==> src/rtl/mem_access_ctrl.sv <==
// mem_access_ctrl: single-request initiator for an asynchronous memory, sequencing setup/access/hold phases
module mem_access_ctrl #(
  parameter int ADDR_WIDTH  = 8,
  parameter int DATA_WIDTH  = 8,
  parameter int WAIT_CYCLES = 2
) (
  input  logic                  clk,
  input  logic                  reset_n,
  input  logic                  req_valid,
  output logic                  req_ready,
  input  logic                  req_write,
  input  logic [ADDR_WIDTH-1:0] req_addr,
  input  logic [DATA_WIDTH-1:0] req_wdata,
  output logic                  rsp_valid,
  output logic [DATA_WIDTH-1:0] rsp_rdata,
  output logic [ADDR_WIDTH-1:0] address,
  output logic [DATA_WIDTH-1:0] data_in,
  output logic                  read_write,
  output logic                  chip_en,
  input  logic [DATA_WIDTH-1:0] data_out,
  output logic                  busy
);
  localparam int CW = $clog2(WAIT_CYCLES + 1);
  typedef enum logic [1:0] {IDLE, SETUP, ACCESS, HOLD} state_t;
  state_t state, state_nxt;
  logic [CW-1:0] cnt;
  logic accept, done;
  assign req_ready = state == IDLE;
  assign busy      = state != IDLE;
  assign accept    = req_valid && req_ready;
  assign done      = state == ACCESS && cnt == '0;
  // state register
  always_ff @(posedge clk or negedge reset_n)
    if (!reset_n) state <= IDLE;
    else state <= state_nxt;
  // phase sequencing: one setup cycle, WAIT_CYCLES access cycles, one hold cycle
  always_comb begin
    state_nxt = state == IDLE   ? (accept ? SETUP : IDLE) :
                state == SETUP  ? ACCESS :
                state == ACCESS ? (done ? HOLD : ACCESS) : IDLE;
  end
  // memory pins, wait counter and response; pins stay put after the hold phase
  always_ff @(posedge clk or negedge reset_n)
    if (!reset_n) begin
      address    <= '0;
      data_in    <= '0;
      read_write <= 1'b0;
      chip_en    <= 1'b0;
      rsp_valid  <= 1'b0;
      rsp_rdata  <= '0;
      cnt        <= '0;
    end else begin
      chip_en   <= state == SETUP || (state == ACCESS && cnt != '0);
      rsp_valid <= done;
      if (state == SETUP) cnt <= CW'(WAIT_CYCLES - 1);
      else if (state == ACCESS && cnt != '0) cnt <= cnt - 1'b1;
      if (accept) begin
        address    <= req_addr;
        data_in    <= req_write ? req_wdata : '0;
        read_write <= req_write;
      end
      if (done) rsp_rdata <= read_write ? '0 : data_out;
    end
endmodule

==> config.mk <==
export PLATFORM = sky130hd
export DESIGN_NAME = mem_access_ctrl
export DESIGN_NICKNAME = d
export VERILOG_FILES = /design/src/rtl/mem_access_ctrl.sv
export SDC_FILE = /design/constraint.sdc
export NUM_CORES = 1
export LEC_CHECK = 0
export CAP_MARGIN = 30
export CORE_MARGIN = 1
export CORE_UTILIZATION = 45
export DETAILED_ROUTE_END_ITERATION = 7
export PLACE_DENSITY = 0.84
export RECOVER_POWER = 25
export SLEW_MARGIN = 10
export SYNTH_ARGS = -nofsm -noshare
export SYNTH_HDL_FRONTEND = slang
export SYNTH_SLANG_ARGS = --single-unit
==> constraint.sdc <==
create_clock -name clk -period 3.39 [get_ports clk]
set_input_delay 0.8475 -clock clk [delete_from_list [all_inputs] [get_ports clk]]
set_output_delay 0.8475 -clock clk [all_outputs]
set_load 0.02 [all_outputs]
Word level (Yosys, flattened, before mapping)
Index checks and enable logic that the tools add are counted.

Register bits: 31. Input bits: 28. Output and inout bits: 29. Logic and storage cells: 29.

$add $sub $neg: 1. Eq/ne operators: 2. Muxes and demuxes: 9. Reduce and logical (&&, ||, !) cells: 9.

Operators with widths (count): $mux 8 (2); $mux 2 (5); $reduce_bool 2->1 (3); $logic_not 2->1 (2); $logic_and 1x1->1 (3); $eq 2x1->1 const B (1); $eq 2x2->1 const B (1); $mux 1 (2); $sub 2x1->2 const B (1); $logic_or 1x1->1 (1).

Longest topological paths before layout
Gate-level depths: netlist of run 1.

Depth after elaboration: 6. Gate-level depth with buffers: 6. Mapped depth without buffers: 4.

Worst setup path before layout of run 1
OpenSTA, ideal clock, no wires.

Kind: reg-to-output. Start point: reg state[0]. End point: out busy. Data arrival time: 1.199 ns. Data required time: 2.543 ns. Slack: 1.344 ns. Stages on the path, launching flop included: 5. Buffers on the path: 1. Cells stage by stage: dfrtp_1 -> inv_1 -> ha_1 -> clkbuf_1 -> inv_1.

Longest elaborated chain between the ends: 1.

Ends and longest elaborated chain: start, declared (line 25) `state_t state, state_nxt;`; start signal, assigned (line 35) `else state <= state_nxt;`; $reduce_bool 2->1 (line 29) `assign busy = state != IDLE;`; end, declared (line 21) `output logic busy`.

Every way passes these cells.

Final worst setup path of run 1
Start point: reg state[0]. End point: out req_ready.

Longest elaborated chain between the ends: 1.

Ends and longest elaborated chain: $logic_not 2->1 (line 28) `assign req_ready = state == IDLE;`; end, declared (line 10) `output logic req_ready,`.

Every way passes these cells.

==> results.json, run 1 <==
{
  "fp.dieW_microns": 56.5,
  "clk_pin_slew_ns": 0.10,
  "antenna_found_initial": 0,
  "rsz0062_at_grt": "no",
  "diodes": 0,
  "die_area_sq_um": 3190,
  "first_global_vias": 1054,
  "syn_area_sq_um": 1340,
  "p_sw_share_pct": 35.2,
  "synth_common_cells": "dfrtp_1 (31), mux2_2 (15), inv_1 (14)",
  "reg2reg_depth": 4,
  "max_freq_mhz": 364,
  "fp.dieH_microns": 56.5,
  "postRouteAntennaNets": 0,
  "drv_slew": 32,
  "ys_ff_latch": 31,
  "layout-drive-gt1-share_pct": 16.9,
  "ctsResizeCount": 0,
  "initial_core_util_pct": 48.0,
  "critPathCaptureType": "output pin",
  "p_comb_share_pct": 49.3,
  "netlist.area_leader.share_pct": 58.1,
  "yosysSeqAreaShare_pct": 58.1,
  "hpwlAfterDp_mm": 1.93,
  "finalWeightedCongestion": 0.682,
  "setup_ws_ns": 0.642,
  "maxSlewHeadroom_pct": -8.50,
  "dp.cells": 189,
  "htree_levels": 2,
  "numPortBuffers": 56,
  "yosys_warnings": 0,
  "insertion_delay_ns": 0.32,
  "hp-class": "reg -> reg",
  "fin_nets": 197,
  "pwr_density_cell_nw_per_um2": 913,
  "worst_ir_drop_vdd_v": 0.000677,
  "via_per_inst": 4.99,
  "clockBufferDepth": 2,
  "syn_avg_cell_area_sq_um": 12.6,
  "max_cap_viol_count": 1,
  "syn_inst": 106,
  "cts_hold_buf": 0,
  "synth.net_count": 138,
  "core_sq_um": 2780,
  "grt_pass1_wl_mm": 4.49,
  "grt_overflow": 0,
  "wire_per_inst_microns": 13.2,
  "drt_iter0_markers": 6,
  "synth-edff-count": 0,
  "path_cells": "inv_1, ha_1, clkdlybuf4s50_1",
  "grt_use_total_pct": 18.3,
  "ys_types": 18,
  "rows": 19,
  "firstDrtPassIters": 4,
  "skew_ns": 0.00694,
  "min_period_ns": 2.75,
  "critPathBufInv": 2,
  "grt_max_degree": 32,
  "path_delay_family": "buffers and inverters",
  "power.share.clock_pct": 16.3,
  "yosysMostFrequentCell": "dfrtp_1",
  "critPathKind": "reg -> out",
  "slowest_delay_ns": 0.69,
  "switchingPower_mw": 0.637,
  "cp.depth": 3,
  "cts_root_buf": "clkbuf_4",
  "routed_wl_mm": 2.60,
  "preCtsSetupSlack_ns": 1.00,
  "cellLeakagePower_nw": 0.877,
  "cp.arrival_ns": 1.90,
  "fin_crit_sh_pct": 81.1,
  "cts_num_sinks": 31,
  "hold_viol": 0,
  "violations": "capacitance limit, slew limit",
  "cts_tree": "yes",
  "cts_buffers": 5,
  "p_int_mw": 1.17,
  "status": "finished, violations left",
  "synthTopCellsByArea": "dfrtp_1 (58%), mux2_2 (13%), nor2b_1 (4.7%)",
  "power_mw": 1.81,
  "critPathMaxFanout": 13,
  "finalSetupTns_ns": 0,
  "worst_pin_slew_ns": 1.63,
  "yosys.area.top_type": "dfrtp_1",
  "num_vias": 983,
  "cp_slowest_cell": "clkdlybuf4s50_1",
  "ios": 57,
  "area_growth_pct": 48.2,
  "drcViolationCount": 0,
  "async_flop_share_pct": 100,
  "critPathLaunchType": "register",
  "cts_setup_buffers": 0,
  "synthFlopType": "dfrtp_1",
  "hold_depth": 1,
  "fin_cells": 197,
  "power.share.sequential_pct": 34.5,
  "required_ns": 2.54,
  "setup-violations-final": 0
}
cells by family (layout without fill, tap and decap cells):
| kind of cell | Yosys count | in the layout | share of synthesized area (%) |
|---|---|---|---|
| flops | 31 | 31 | 58.1 |
| buf+inv | 19 | 79 | 7.30 |
| simple gates | 24 | 24 | 11.1 |
| mux | 18 | 18 | 15.6 |
| compound gates | 10 | 10 | 4.12 |
| fa+ha+maj | 4 | 4 | 3.75 |
power groups by stage:
stage	registers (mW)	logic (mW)	clock network [mW]
final	0.624	0.891	0.294
after global routing	0.647	0.955	0.318
after CTS	0.627	0.904	0.304
after detailed placement	0.630	0.899	0
after global placement	0.625	0.876	0
after floorplan	0.792	0.347	0
cell usage in the layout, fill, tap and decap left out, drive strengths merged:
cell type / count
clkdlybuf4s50: 55
dfrtp: 31
mux2: 17
inv: 14
nor2b: 10
nand4: 8
o21ai: 8
clkbuf: 7
ha: 4
nand2: 2
o31ai: 2
or2: 1
and2: 1
nor2: 1
mux2i: 1
or4b: 1
bufinv: 1
clkinv: 1
dlygate4sd3: 1
stage by stage:
step                instance area, sq um  hold slack, ns  utilization, %
finish                              1980           0.509            71.2
detailed placement                  1900           0.493            68.2
CTS                                 1980           0.515            71.3
floorplan                           1340           0.511               -
global placement                    1900           0.487            68.2
global route                        1980           0.526            71.2
registers in the layout, summed over array words and instances, names as in the netlist:
| signal | flops |
|---|---|
| address | 8 |
| data_in | 8 |
| rsp_rdata | 8 |
| cnt | 2 |
| state | 2 |
| chip_en | 1 |
| read_write | 1 |
| rsp_valid | 1 |
final timing paths:
path | to | slack [ns] | startpoint
worst max-delay path | req_ready | 0.64 | state[0]
worst min register to register | rsp_rdata[7] | 0.51 | rsp_rdata[7]
max in group asynchronous | address[1] | 0.98 | reset_n
min in group asynchronous | data_in[6] | 1.47 | reset_n
worst max register to register | address[1] | 1.67 | state[0]
worst min-delay path | rsp_rdata[7] | 0.51 | rsp_rdata[7]
final cells by class:
class | count | area [sq um]
inverters | 14 | 52.6
flip-flops and latches | 31 | 776
multi-input cells | 56 | 463
fillers | 201 | 801
repair buffers | 57 | 564
well taps | 31 | 38.8
clock inverters | 2 | 35.0
clock buffers | 6 | 51.3
metal layers:
metal | vias up | part of all wire, % | GRT usage, %
met5 | - | 0 | 0
met4 | 0 | 1.1 | 6.27
met3 | 5 | 6.0 | 5.07
met2 | 35 | 52 | 31.1
met1 | 469 | 41 | 22.2
li1 | 474 | - | -
No activity file was read; power rests on OpenSTA's default activity.
==> run 2, diff against run 1 <==
Settings changed: CORE_UTILIZATION 45 to 41, PLACE_DENSITY 0.84 to 0.78.
Clock period 3.39 ns to 2.85 ns, I/O delays scaled along.
==> results.json, run 2 (same netlist as run 1, synthesis figures left out) <==
{
  "cellLeakagePower_nw": 0.858,
  "core_sq_um": 3080,
  "placed_cell_area_sq_um": 1920,
  "grt_pass1_wl_mm": 4.66,
  "rsz0062_at_grt": "no",
  "path_delay_family": "buffers and inverters",
  "ios": 57,
  "max_cap_viol_count": 1,
  "layout_common_cells": "clkdlybuf4s50_1 (55), dfrtp_1 (31), mux2_2 (15)",
  "power_mw": 2.04,
  "setup_ws_ns": 0.349,
  "cts_num_sinks": 31,
  "hold_viol": 0,
  "critPathMaxFanout": 12,
  "holdWs_ns": 0.510,
  "fp.dieW_microns": 59.1,
  "clk_pin_slew_ns": 0.09,
  "largest_registers": "address (8), data_in (8), rsp_rdata (8)",
  "cts_buffers": 5,
  "skew_ns": 0.00770,
  "status": "finished, violations left",
  "power.share.clock_pct": 10.7,
  "path_cells": "inv_1, ha_1, buf_4, inv_1, clkdlybuf4s50_1",
  "first_global_vias": 1053,
  "routed_wl_mm": 2.86,
  "grt_use_total_pct": 18.9,
  "cp_slowest_cell": "clkdlybuf4s50_1",
  "cts_root_buf": "clkbuf_4",
  "pwr_density_cell_nw_per_um2": 1040,
  "insertion_delay_ns": 0.32,
  "p_int_mw": 1.29,
  "violations": "capacitance limit, slew limit",
  "maxSlewHeadroom_pct": -9.85,
  "finalSetupTns_ns": 0,
  "fin_area_sq_um": 1960,
  "p_comb_share_pct": 53.1,
  "required_ns": 2.14,
  "postRouteAntennaNets": 0,
  "slowest_delay_ns": 0.59,
  "layout-drive-gt1-share_pct": 15.8,
  "via_per_inst": 4.77,
  "fp.dieH_microns": 59.1,
  "clockBufferDepth": 2,
  "ctsResizeCount": 0,
  "antenna_found_initial": 0,
  "cts_hold_buf": 0,
  "worst_pin_slew_ns": 1.65,
  "cp.arrival_ns": 1.79,
  "wire_per_inst_microns": 13.7,
  "critPathBufInv": 4,
  "cts_tree": "yes",
  "hpwlAfterDp_mm": 2.22,
  "cts_setup_buffers": 0,
  "grt_overflow": 0,
  "critPathKind": "reg -> out",
  "drcViolationCount": 0,
  "worst_ir_drop_vdd_v": 0.000472,
  "num_vias": 996,
  "setup-violations-final": 0,
  "critPathMostFrequentCell": "inv_1",
  "die_area_sq_um": 3490,
  "diodes": 0,
  "critPathCaptureType": "output pin",
  "htree_levels": 2,
  "p_sw_share_pct": 37.1,
  "fin_nets": 198,
  "grt_max_degree": 32,
  "drv_slew": 32,
  "preCtsSetupSlack_ns": 0.660,
  "initial_core_util_pct": 43.4,
  "final_common_cell": "clkdlybuf4s50_1",
  "rows": 20,
  "finalWeightedCongestion": 0.660,
  "numPortBuffers": 56,
  "firstDrtPassIters": 4,
  "area_growth_pct": 46.6,
  "min_period_ns": 2.50,
  "switchingPower_mw": 0.759,
  "drt_iter0_markers": 20,
  "hp-class": "reg -> reg",
  "critPathLaunchType": "register",
  "power.share.sequential_pct": 36.2,
  "max_freq_mhz": 400,
  "fin_crit_sh_pct": 87.7
}
[run 2: cell types whose count changed in the layout (fill, tap and decap cells not counted)]
cell / change
clkinv_2: -1
buf_4: +1
bufinv_16: -1
clkbuf_8: -1
clkbuf_1: +1
[run 2: final timing paths]
check	depth (start not counted)	end	slack [ns]	from
max in group asynchronous	2	rsp_rdata[5]	0.54	reset_n
worst max-delay path	5	busy	0.35	state[0]
worst min-delay path	1	rsp_rdata[3]	0.51	rsp_rdata[3]
min in group asynchronous	2	state[1]	1.34	reset_n
worst max register to register	5	address[7]	1.28	state[0]
worst min register to register	1	rsp_rdata[3]	0.51	rsp_rdata[3]
[run 2: metrics by stage]
stage,std cells,util [%]
after floorplan,106,-
after global placement,203,62.4
after detailed placement,203,62.4
after CTS,209,63.8
after global routing,209,63.7
final,209,63.7
[run 2: worst register-to-register path: cells and delay by family, from the launching register on]
kind	cells	cell delay, ns
multiplexers	1	0.36
buffers and inverters	2	0.26
adder cells (fa/ha/maj)	1	0.17
flip-flops	1	0.39
AND/OR/NAND/NOR	1	0.27
[run 2: area by class of cell]
class                   instances  area, sq um
inverters                      14         52.6
multi-input cells              56          463
clock buffers                   6         41.3
flip-flops and latches         31          776
well taps                      44         55.1
repair buffers                 58          572
fillers                       266         1120
[run 2: layer usage]
layer | global-route usage [%] | part of all wire (%) | up-vias
met1 | 17.9 | 37 | 482
met2 | 36.2 | 56 | 38
met5 | 0 | 0 | -
met3 | 6.11 | 5.6 | 2
met4 | 9.18 | 1.2 | 0
li1 | - | - | 474
[run 2: power by group through the flow]
stage	logic [mW]	registers [mW]	clock network (mW)
6_report	1.09	0.741	0.218
5_1_grt	1.17	0.767	0.241
4_1_cts	1.10	0.746	0.227
3_5_place_dp	1.10	0.754	0
3_3_place_gp	1.06	0.741	0
2_1_floorplan	0.413	0.942	0
